### config.mk
export PLATFORM = sky130hd
export DESIGN_NAME = ram64x1_stream_reader
export DESIGN_NICKNAME = d
export VERILOG_FILES = /design/src/rtl/ram64x1_stream_reader.sv
export SDC_FILE = /design/constraint.sdc
export NUM_CORES = 1
export LEC_CHECK = 0
export ABC_AREA = 1
export BUFFER_PORTS_ARGS = -buffer_cell sky130_fd_sc_hd__buf_2
export CAP_MARGIN = 25
export CORE_ASPECT_RATIO = 1.2
export CORE_MARGIN = 2
export CORE_UTILIZATION = 55
export DETAILED_ROUTE_END_ITERATION = 10
export PLACE_DENSITY = 0.82
export REMOVE_ABC_BUFFERS = 1
export SETUP_SLACK_MARGIN = 0.2
export SLEW_MARGIN = 5
export SYNTH_ARGS = -nofsm -noshare
export SYNTH_HDL_FRONTEND = slang
export SYNTH_SLANG_ARGS = --single-unit
### constraint.sdc
create_clock -name clk -period 1.9 [get_ports clk]
set_clock_uncertainty 0.1 [all_clocks]
set_input_delay 0.38 -clock clk [delete_from_list [all_inputs] [get_ports clk]]
set_output_delay 0.38 -clock clk [all_outputs]
set_load 0.01 [all_outputs]
### src/rtl/ram64x1_stream_reader.sv
// ram64x1_stream_reader: bit-serial reader that turns a 64x1 async-read RAM into a valid/ready word stream.
// Define RAM64X1_READER_SETTLE_EN to spend two cycles per bit (address settle, then sample).
module ram64x1_stream_reader #(
    parameter int ADDR_W = 6,
    parameter int DATA_W = 8,
    parameter int LEN_W  = 3
) (
    input  logic              clk,
    input  logic              reset_n,
    input  logic              start,
    input  logic [ADDR_W-1:0] start_addr,
    input  logic [LEN_W-1:0]  len,
    input  logic              abort,
    output logic [ADDR_W-1:0] ram_addr,
    input  logic              ram_do,
    output logic [DATA_W-1:0] out_data,
    output logic              out_valid,
    input  logic              out_ready,
    output logic              busy,
    output logic              done
);
    localparam int BW = DATA_W > 1 ? $clog2(DATA_W) : 1;
    localparam logic [1:0] S_IDLE   = 2'd0;
    localparam logic [1:0] S_SAMPLE = 2'd1;
    localparam logic [1:0] S_OUT    = 2'd2;
`ifdef RAM64X1_READER_SETTLE_EN
    localparam logic [1:0] S_SETTLE = 2'd3;
    localparam logic [1:0] S_BIT    = S_SETTLE;
`else
    localparam logic [1:0] S_BIT    = S_SAMPLE;
`endif
    logic [1:0]        state_q, state_d;
    logic [ADDR_W-1:0] addr_q, addr_d;
    logic [DATA_W-1:0] shift_q, shift_d, data_q, data_d, assembled;
    logic [BW-1:0]     bit_q, bit_d;
    logic [LEN_W:0]    words_q, words_d;
    logic              valid_q, valid_d, done_q, done_d;

    always_comb begin
        assembled = shift_q;
        assembled[bit_q] = ram_do;
    end

    always_comb begin
        state_d = state_q;
        addr_d  = addr_q;
        shift_d = shift_q;
        data_d  = data_q;
        bit_d   = bit_q;
        words_d = words_q;
        valid_d = valid_q;
        done_d  = 1'b0;
        case (state_q)
            S_IDLE: if (start) begin
                addr_d  = start_addr;
                words_d = len == '0 ? {1'b1, {LEN_W{1'b0}}} : {1'b0, len};
                bit_d   = '0;
                state_d = S_BIT;
            end
`ifdef RAM64X1_READER_SETTLE_EN
            S_SETTLE: state_d = S_SAMPLE;
`endif
            S_SAMPLE: begin
                shift_d = assembled;
                addr_d  = addr_q + ADDR_W'(1);
                bit_d   = bit_q + BW'(1);
                state_d = bit_q == BW'(DATA_W - 1) ? S_OUT : S_BIT;
                if (bit_q == BW'(DATA_W - 1)) begin
                    data_d  = assembled;
                    valid_d = 1'b1;
                end
            end
            S_OUT: if (out_ready) begin
                valid_d = 1'b0;
                bit_d   = '0;
                words_d = words_q > (LEN_W + 1)'(1) ? words_q - (LEN_W + 1)'(1) : words_q;
                state_d = words_q > (LEN_W + 1)'(1) ? S_BIT : S_IDLE;
                done_d  = words_q <= (LEN_W + 1)'(1);
            end
            default: state_d = S_IDLE;
        endcase
        // abort freezes the address where it is and drops any pending word silently
        if (abort && state_q != S_IDLE) begin
            state_d = S_IDLE;
            addr_d  = addr_q;
            valid_d = 1'b0;
            done_d  = 1'b0;
        end
    end

    always_ff @(posedge clk) begin
        if (!reset_n) begin
            state_q <= S_IDLE;
            addr_q  <= '0;
            shift_q <= '0;
            data_q  <= '0;
            bit_q   <= '0;
            words_q <= '0;
            valid_q <= 1'b0;
            done_q  <= 1'b0;
        end else begin
            state_q <= state_d;
            addr_q  <= addr_d;
            shift_q <= shift_d;
            data_q  <= data_d;
            bit_q   <= bit_d;
            words_q <= words_d;
            valid_q <= valid_d;
            done_q  <= done_d;
        end
    end

    assign ram_addr  = addr_q;
    assign out_data  = data_q;
    assign out_valid = valid_q;
    assign busy      = state_q != S_IDLE;
    assign done      = done_q;
endmodule

==> results.sh, run 1 <==
export IMPL_grt_max_degree=23
export IMPL_r2r_cells=9
export IMPL_grt_pass1_vias=1599
export IMPL_io_buffers=31
export IMPL_drc=0
export IMPL_yosys_warnings=0
export IMPL_worstMarginPinSlew_ns=0.2733
export IMPL_maxSlewHeadroom_pct=81.72
export IMPL_htreeDepth=2
export IMPL_finalCritPeriodShare_pct=82.02
export IMPL_drt_pre_antenna_iters=4
export IMPL_yosysTopAreaCellShare_pct=37.69
export IMPL_finalSetupTns_ns=0
export IMPL_hold_viol=0
export IMPL_cts_tree="built"
export IMPL_whs_path_depth=3
export IMPL_dieWidth_um=55.54
export IMPL_vias=1726
export IMPL_r2r_end="words_q[0]"
export IMPL_max_freq_mhz=641.7
export IMPL_syn2layout_area_growth_pct=15.99
export IMPL_place_area_sq_um=1927
export IMPL_slew_violations=0
export IMPL_crit_fanout=8
export IMPL_routed_wirelength_um=3687
export IMPL_synth_common_cells="57 x nand2_1, 48 x inv_1, 37 x nor2_1"
export IMPL_fill_cells=291
export IMPL_yosys_cell_types_count=22
export IMPL_die_h_um=65.84
export IMPL_io_pins=32
export IMPL_n_antenna_cell=0
export IMPL_holdPathEnd="done"
export IMPL_sw_frac_of_total_pct=28.25
export IMPL_power_frac_clock_pct=35.2
export IMPL_seq_area_sq_um=664.4
export IMPL_final_util_pct=66.54
export IMPL_p_int_w=0.001148
export IMPL_p_leak_nw=1.099
export IMPL_gp_congestion=0.8071
export IMPL_synth_cells=272
export IMPL_async_flop_share_pct=0
export IMPL_core_sq_um=3055
export IMPL_cts_buffers_inserted=5
export IMPL_grt_total_usage_pct=22.34
export IMPL_yosys_top_cells_area="dfxtp_1 38%, nand2_1 12%, inv_1 10%"
export IMPL_worstPathArrival_ns=1.08
export IMPL_required_ns=1.42
export IMPL_ir_worst_vdd_mv=0.6426
export IMPL_holdCritStartpoint="out_ready"
export IMPL_timing_final_crit_period_ns=1.558
export IMPL_p_comb_share_pct=16.7
export IMPL_grt_pass1_wl_um=6520
export IMPL_cp_startpoint="state_q[0]"
export IMPL_clkTransAtPathRegs_ns=0.10
export IMPL_drv_cap=0
export IMPL_post_drt_wl_per_cell_um=10.72
export IMPL_start_kind="register"
export IMPL_path_cells="nor2_2 -> inv_1 -> buf_2"
export IMPL_avgViaCountPerCell=5.017
export IMPL_syn_cell_area_sq_um=1753
export IMPL_synth_seq_area_share_pct=37.69
export IMPL_ys_ff_latch=33
export IMPL_synth_ff_type="dfxtp_1"
export IMPL_antenna_found_initial=0
export IMPL_critical_path_max_stage_delay_ns=0.38
export IMPL_rsz0062_at_grt="no"
export IMPL_outcome="completed"
export IMPL_cts_root_buffer="clkbuf_4"
export IMPL_rows=22
export IMPL_fin_nets=327
export IMPL_yosysTopAreaCell="dfxtp_1"
export IMPL_critPathCaptureType="primary output"
export IMPL_start_util_pct=57.37
export IMPL_r2r_setup_slack_ns=0.36
export IMPL_clk_latency_ns=0.34
export IMPL_crit_type="register to primary output"
export IMPL_reg2reg_from="words_q[0]"
export IMPL_multi_input_area_sq_um=869.6
export IMPL_p_sw_w=0.0004519
export IMPL_clock_sinks=33
export IMPL_setup_viol=0
export IMPL_seqPwrFrac_pct=48.1
export IMPL_dieArea_sq_um=3656
export IMPL_pwr_density_cell_nw_per_um2=786.7
export IMPL_avgSynthCellArea_sq_um=6.445
export IMPL_clockBufferDepth=2
export IMPL_total_power_w=0.001599
export IMPL_layout_drive_gt1_share_pct=18.18
export IMPL_yosysMostFrequentCell="nand2_1"
export IMPL_hold_class="primary input to register"
export IMPL_finalInstanceArea_sq_um=2033
export IMPL_drt_iter0_markers=49
export IMPL_synth_edff_count=0
export IMPL_slowest_stage="dfxtp_2"
export IMPL_ant_nets=0
export IMPL_hpwl_um=2527
export IMPL_overflow=0
## per-layer routing
metal	up-vias	part of all wire, %	global-route usage [%]
li1	922	-	-
met1	748	46	26.59
met2	48	46	38.69
met3	8	6.4	5.675
met4	0	1.6	8.537
met5	-	0	0
## cells in the final DEF (no fill, tap or decap)
cell / count
o22ai_1: 1
inv_2: 4
bufinv_16: 1
nor2_4: 2
o21bai_1: 1
o21ai_0: 34
inv_1: 47
nand4_1: 2
clkbuf_4: 5
o21ai_1: 3
ha_1: 4
buf_4: 3
nand3_2: 1
nand2_4: 1
ha_2: 1
and3_1: 1
dfxtp_1: 30
dfxtp_2: 3
clkbuf_1: 1
nor2_2: 2
a21oi_1: 16
nor3_1: 2
nor2_1: 36
nand3_1: 17
clkbuf_8: 1
nand2_1: 57
nand2_2: 1
buf_2: 31
## repair_timing
action                     4_1_cts  5_1_grt
hold buffers                     0        0
gates resized for setup          0        7
buffers inserted                 0        1
setup endpoints to repair        0        6
## final cells by class
class	count	share of cell area, %
clock buffers	7	2.708
clock inverters	1	1.477
inverters	51	9.415
multi-input cells	182	42.77
flip-flops and latches	33	32.68
well taps	36	2.215
repair buffers	34	8.738
## critical path, delay by kind of cell, from the launching register on
kind,cells,cell delay [ns]
AND/OR/NAND/NOR,1,0.18
flip-flops,1,0.38
buffers and inverters,2,0.18
## power by group through the flow
stage | clock, W | sequential [W] | combinational (W)
2_1_floorplan | 0 | 0.000783 | 0.000178
3_3_place_gp | 0 | 0.000782 | 0.000254
3_5_place_dp | 0 | 0.000784 | 0.000261
4_1_cts | 0.000570 | 0.000768 | 0.000262
5_1_grt | 0.000592 | 0.000776 | 0.000316
6_report | 0.000563 | 0.000770 | 0.000266
## per-stage QoR
step | instances | setup WS, ns | hold WS (ns)
floorplan | 266 | 0.4341 | 0.3830
CTS | 343 | 0.2154 | 0.1966
global route | 344 | 0.1878 | 0.2237
global placement | 335 | 0.3400 | 0.3504
finish | 344 | 0.3416 | 0.2143
detailed placement | 335 | 0.3381 | 0.3629
## flip-flops by register name (all words and copies together) (netlist names)
name,cells
bit_q,3
done,1
out_data,8
out_valid,1
ram_addr,6
shift_q,8
state_q,2
words_q,4
## logic make-up after synthesis
kind of cell / after synthesis / share of synthesized area (%)
buffers and inverters: 57 / 13.28
flip-flops: 33 / 37.69
AO/OA/AOI/OAI: 55 / 15.92
adder cells (fa/ha/maj): 5 / 3.569
AND/OR/NAND/NOR: 122 / 29.55
## worst max-delay path by stage
stage,end,slack (ns),cells past startpoint
finish,busy,0.34,3
global placement,ram_addr[3],0.34,7
detailed placement,ram_addr[3],0.34,7
floorplan,ram_addr[3],0.43,7
CTS,busy,0.22,3
global route,words_q[2],0.19,7
No activity file was read; power rests on OpenSTA's default activity.
==> run 2: changes to the inputs <==
CORE_UTILIZATION = 49   (was 55)
PLACE_DENSITY = 0.77   (was 0.82)
clock period = 1.4 ns   (was 1.9 ns; I/O delays follow)
==> results.sh, run 2 (synthesis gave the netlist of run 1 again) <==
export IMPL_outcome="finished, violations left"
export IMPL_violations="design-rule violations"
export IMPL_ant_nets=0
export IMPL_critPathCaptureType="register"
export IMPL_start_kind="register"
export IMPL_drv_cap=0
export IMPL_place_ws_ns=-0.06736
export IMPL_fill_cells=237
export IMPL_clock_sinks=33
export IMPL_vias=1957
export IMPL_hold_ws_ns=0.1756
export IMPL_critical_path_max_stage_delay_ns=0.38
export IMPL_post_drt_wl_per_cell_um=13.59
export IMPL_rows=23
export IMPL_core_sq_um=3396
export IMPL_maxSlewHeadroom_pct=75.80
export IMPL_path_cells="buf_12 -> nor2_4 -> buf_12 -> buf_12 -> nand2_8 -> a21oi_2 -> o21ai_2 -> inv_1"
export IMPL_finalSetupTns_ns=0
export IMPL_hold_viol=0
export IMPL_worstMarginPinSlew_ns=0.3593
export IMPL_hold_class="primary input to register"
export IMPL_syn2layout_area_growth_pct=45.61
export IMPL_avgViaCountPerCell=5.275
export IMPL_clk_latency_ns=0.30
export IMPL_antenna_found_initial=0
export IMPL_timing_final_crit_period_ns=1.385
export IMPL_grt_max_degree=22
export IMPL_grt_pass1_vias=1831
export IMPL_seq_area_sq_um=680.7
export IMPL_die_h_um=69.52
export IMPL_layout_drive_gt1_share_pct=40.42
export IMPL_pwr_density_cell_nw_per_um2=918.2
export IMPL_clkTransAtPathRegs_ns=0.08
export IMPL_setup_slack_ns=0.01487
export IMPL_worstPathArrival_ns=1.53
export IMPL_dieArea_sq_um=4074
export IMPL_crit_type="register to register"
export IMPL_multi_input_area_sq_um=1096
export IMPL_cts_root_buffer="clkbuf_8"
export IMPL_hpwl_um=2668
export IMPL_grt_pass1_wl_um=7955
export IMPL_fin_nets=353
export IMPL_n_antenna_cell=0
export IMPL_htreeDepth=2
export IMPL_start_util_pct=51.62
export IMPL_p_leak_nw=1.259
export IMPL_gp_congestion=0.8628
export IMPL_grt_total_usage_pct=24.92
export IMPL_holdCritStartpoint="reset_n"
export IMPL_rsz0062_at_grt="yes"
export IMPL_mostFrequentLayoutCells="51 x nand2_1, 42 x inv_1, 31 x buf_2"
export IMPL_ir_worst_vdd_mv=0.8069
export IMPL_cp_startpoint="state_q[1]"
export IMPL_setup_viol=0
export IMPL_drt_iter0_markers=89
export IMPL_dieWidth_um=58.60
export IMPL_crit_fanout=6
export IMPL_finalCritPeriodShare_pct=98.94
export IMPL_final_common_cell="nand2_1"
export IMPL_io_buffers=31
export IMPL_cts_tree="built"
export IMPL_overflow=0
export IMPL_routed_wirelength_um=5043
export IMPL_reg2reg_from="state_q[1]"
export IMPL_drt_pre_antenna_iters=7
export IMPL_required_ns=1.54
export IMPL_clockBufferDepth=2
export IMPL_cts_hold_buf=0
export IMPL_max_freq_mhz=722.0
export IMPL_cp_common_cell="buf_12"
export IMPL_cts_buffers_inserted=5
export IMPL_slowest_stage="dfxtp_4"
export IMPL_slew_violations=0
export IMPL_drc=1
export IMPL_io_pins=32
run 2: changes by cell type in the layout (fill, tap and decap cells not counted), sizes merged:
cell	delta
buf	+23
bufinv	-1
clkbuf	-1
clkinv	+2
nand2	+3
run 2: critical path, delay by kind of cell, from the launching register on:
kind / cells / cell delay (ns)
compound gates: 2 / 0.24
buf+inv: 4 / 0.43
flops: 1 / 0.38
simple gates: 2 / 0.16
run 2: area by class of cell:
type / count / area share [%]
multi-input cells: 185 / 42.94
repair buffers: 57 / 17.35
inverters: 51 / 7.990
clock inverters: 2 / 0.3922
flip-flops and latches: 33 / 26.67
clock buffers: 6 / 2.843
well taps: 37 / 1.814
run 2: stage by stage:
step | instance area (sq um) | util (%) | instances | power (W)
6_report | 2552 | 75.17 | 371 | 0.002344
5_1_grt | 2552 | 75.17 | 371 | 0.002461
4_1_cts | 2461 | 72.48 | 368 | 0.002267
3_5_place_dp | 2051 | 60.39 | 349 | 0.001441
3_3_place_gp | 2051 | 60.39 | 349 | 0.001432
2_1_floorplan | 1712 | - | 266 | 0.001304
run 2: layer usage:
metal	wire [um]	up-vias	GRT usage, %	share of wire, %
li1	-	977	-	-
met1	2032	904	28.14	40
met2	2627	63	45.19	52
met3	253	13	5.410	5.0
met4	129	0	7.828	2.6
met5	0	-	0	0
run 2: report_power, final:
group	leakage (nW)	switching [W]	internal [W]	total [W]
clock network	0.0450	0.000371	0.000345	0.000715
logic	0.939	0.000324	0.000253	0.000577
registers	0.275	0.0000524	0.000999	0.00105
run 2: final timing paths:
| path | end | slack, ns | cells after the start |
|---|---|---|---|
| max | out_data[2] | 0.01 | 8 |
| min | words_q[1] | 0.18 | 3 |
| max reg2reg | out_data[2] | 0.01 | 8 |
| min reg2reg | ram_addr[5] | 0.38 | 2 |
run 2: timing repair:
item                                    4_1_cts  5_1_grt
endpoints found under the setup margin       37       37
pin swaps                                    27       10
gates cloned                                  5        0
hold endpoints to repair                      0        0
resized for setup                            88       19
buffers inserted                              6        3
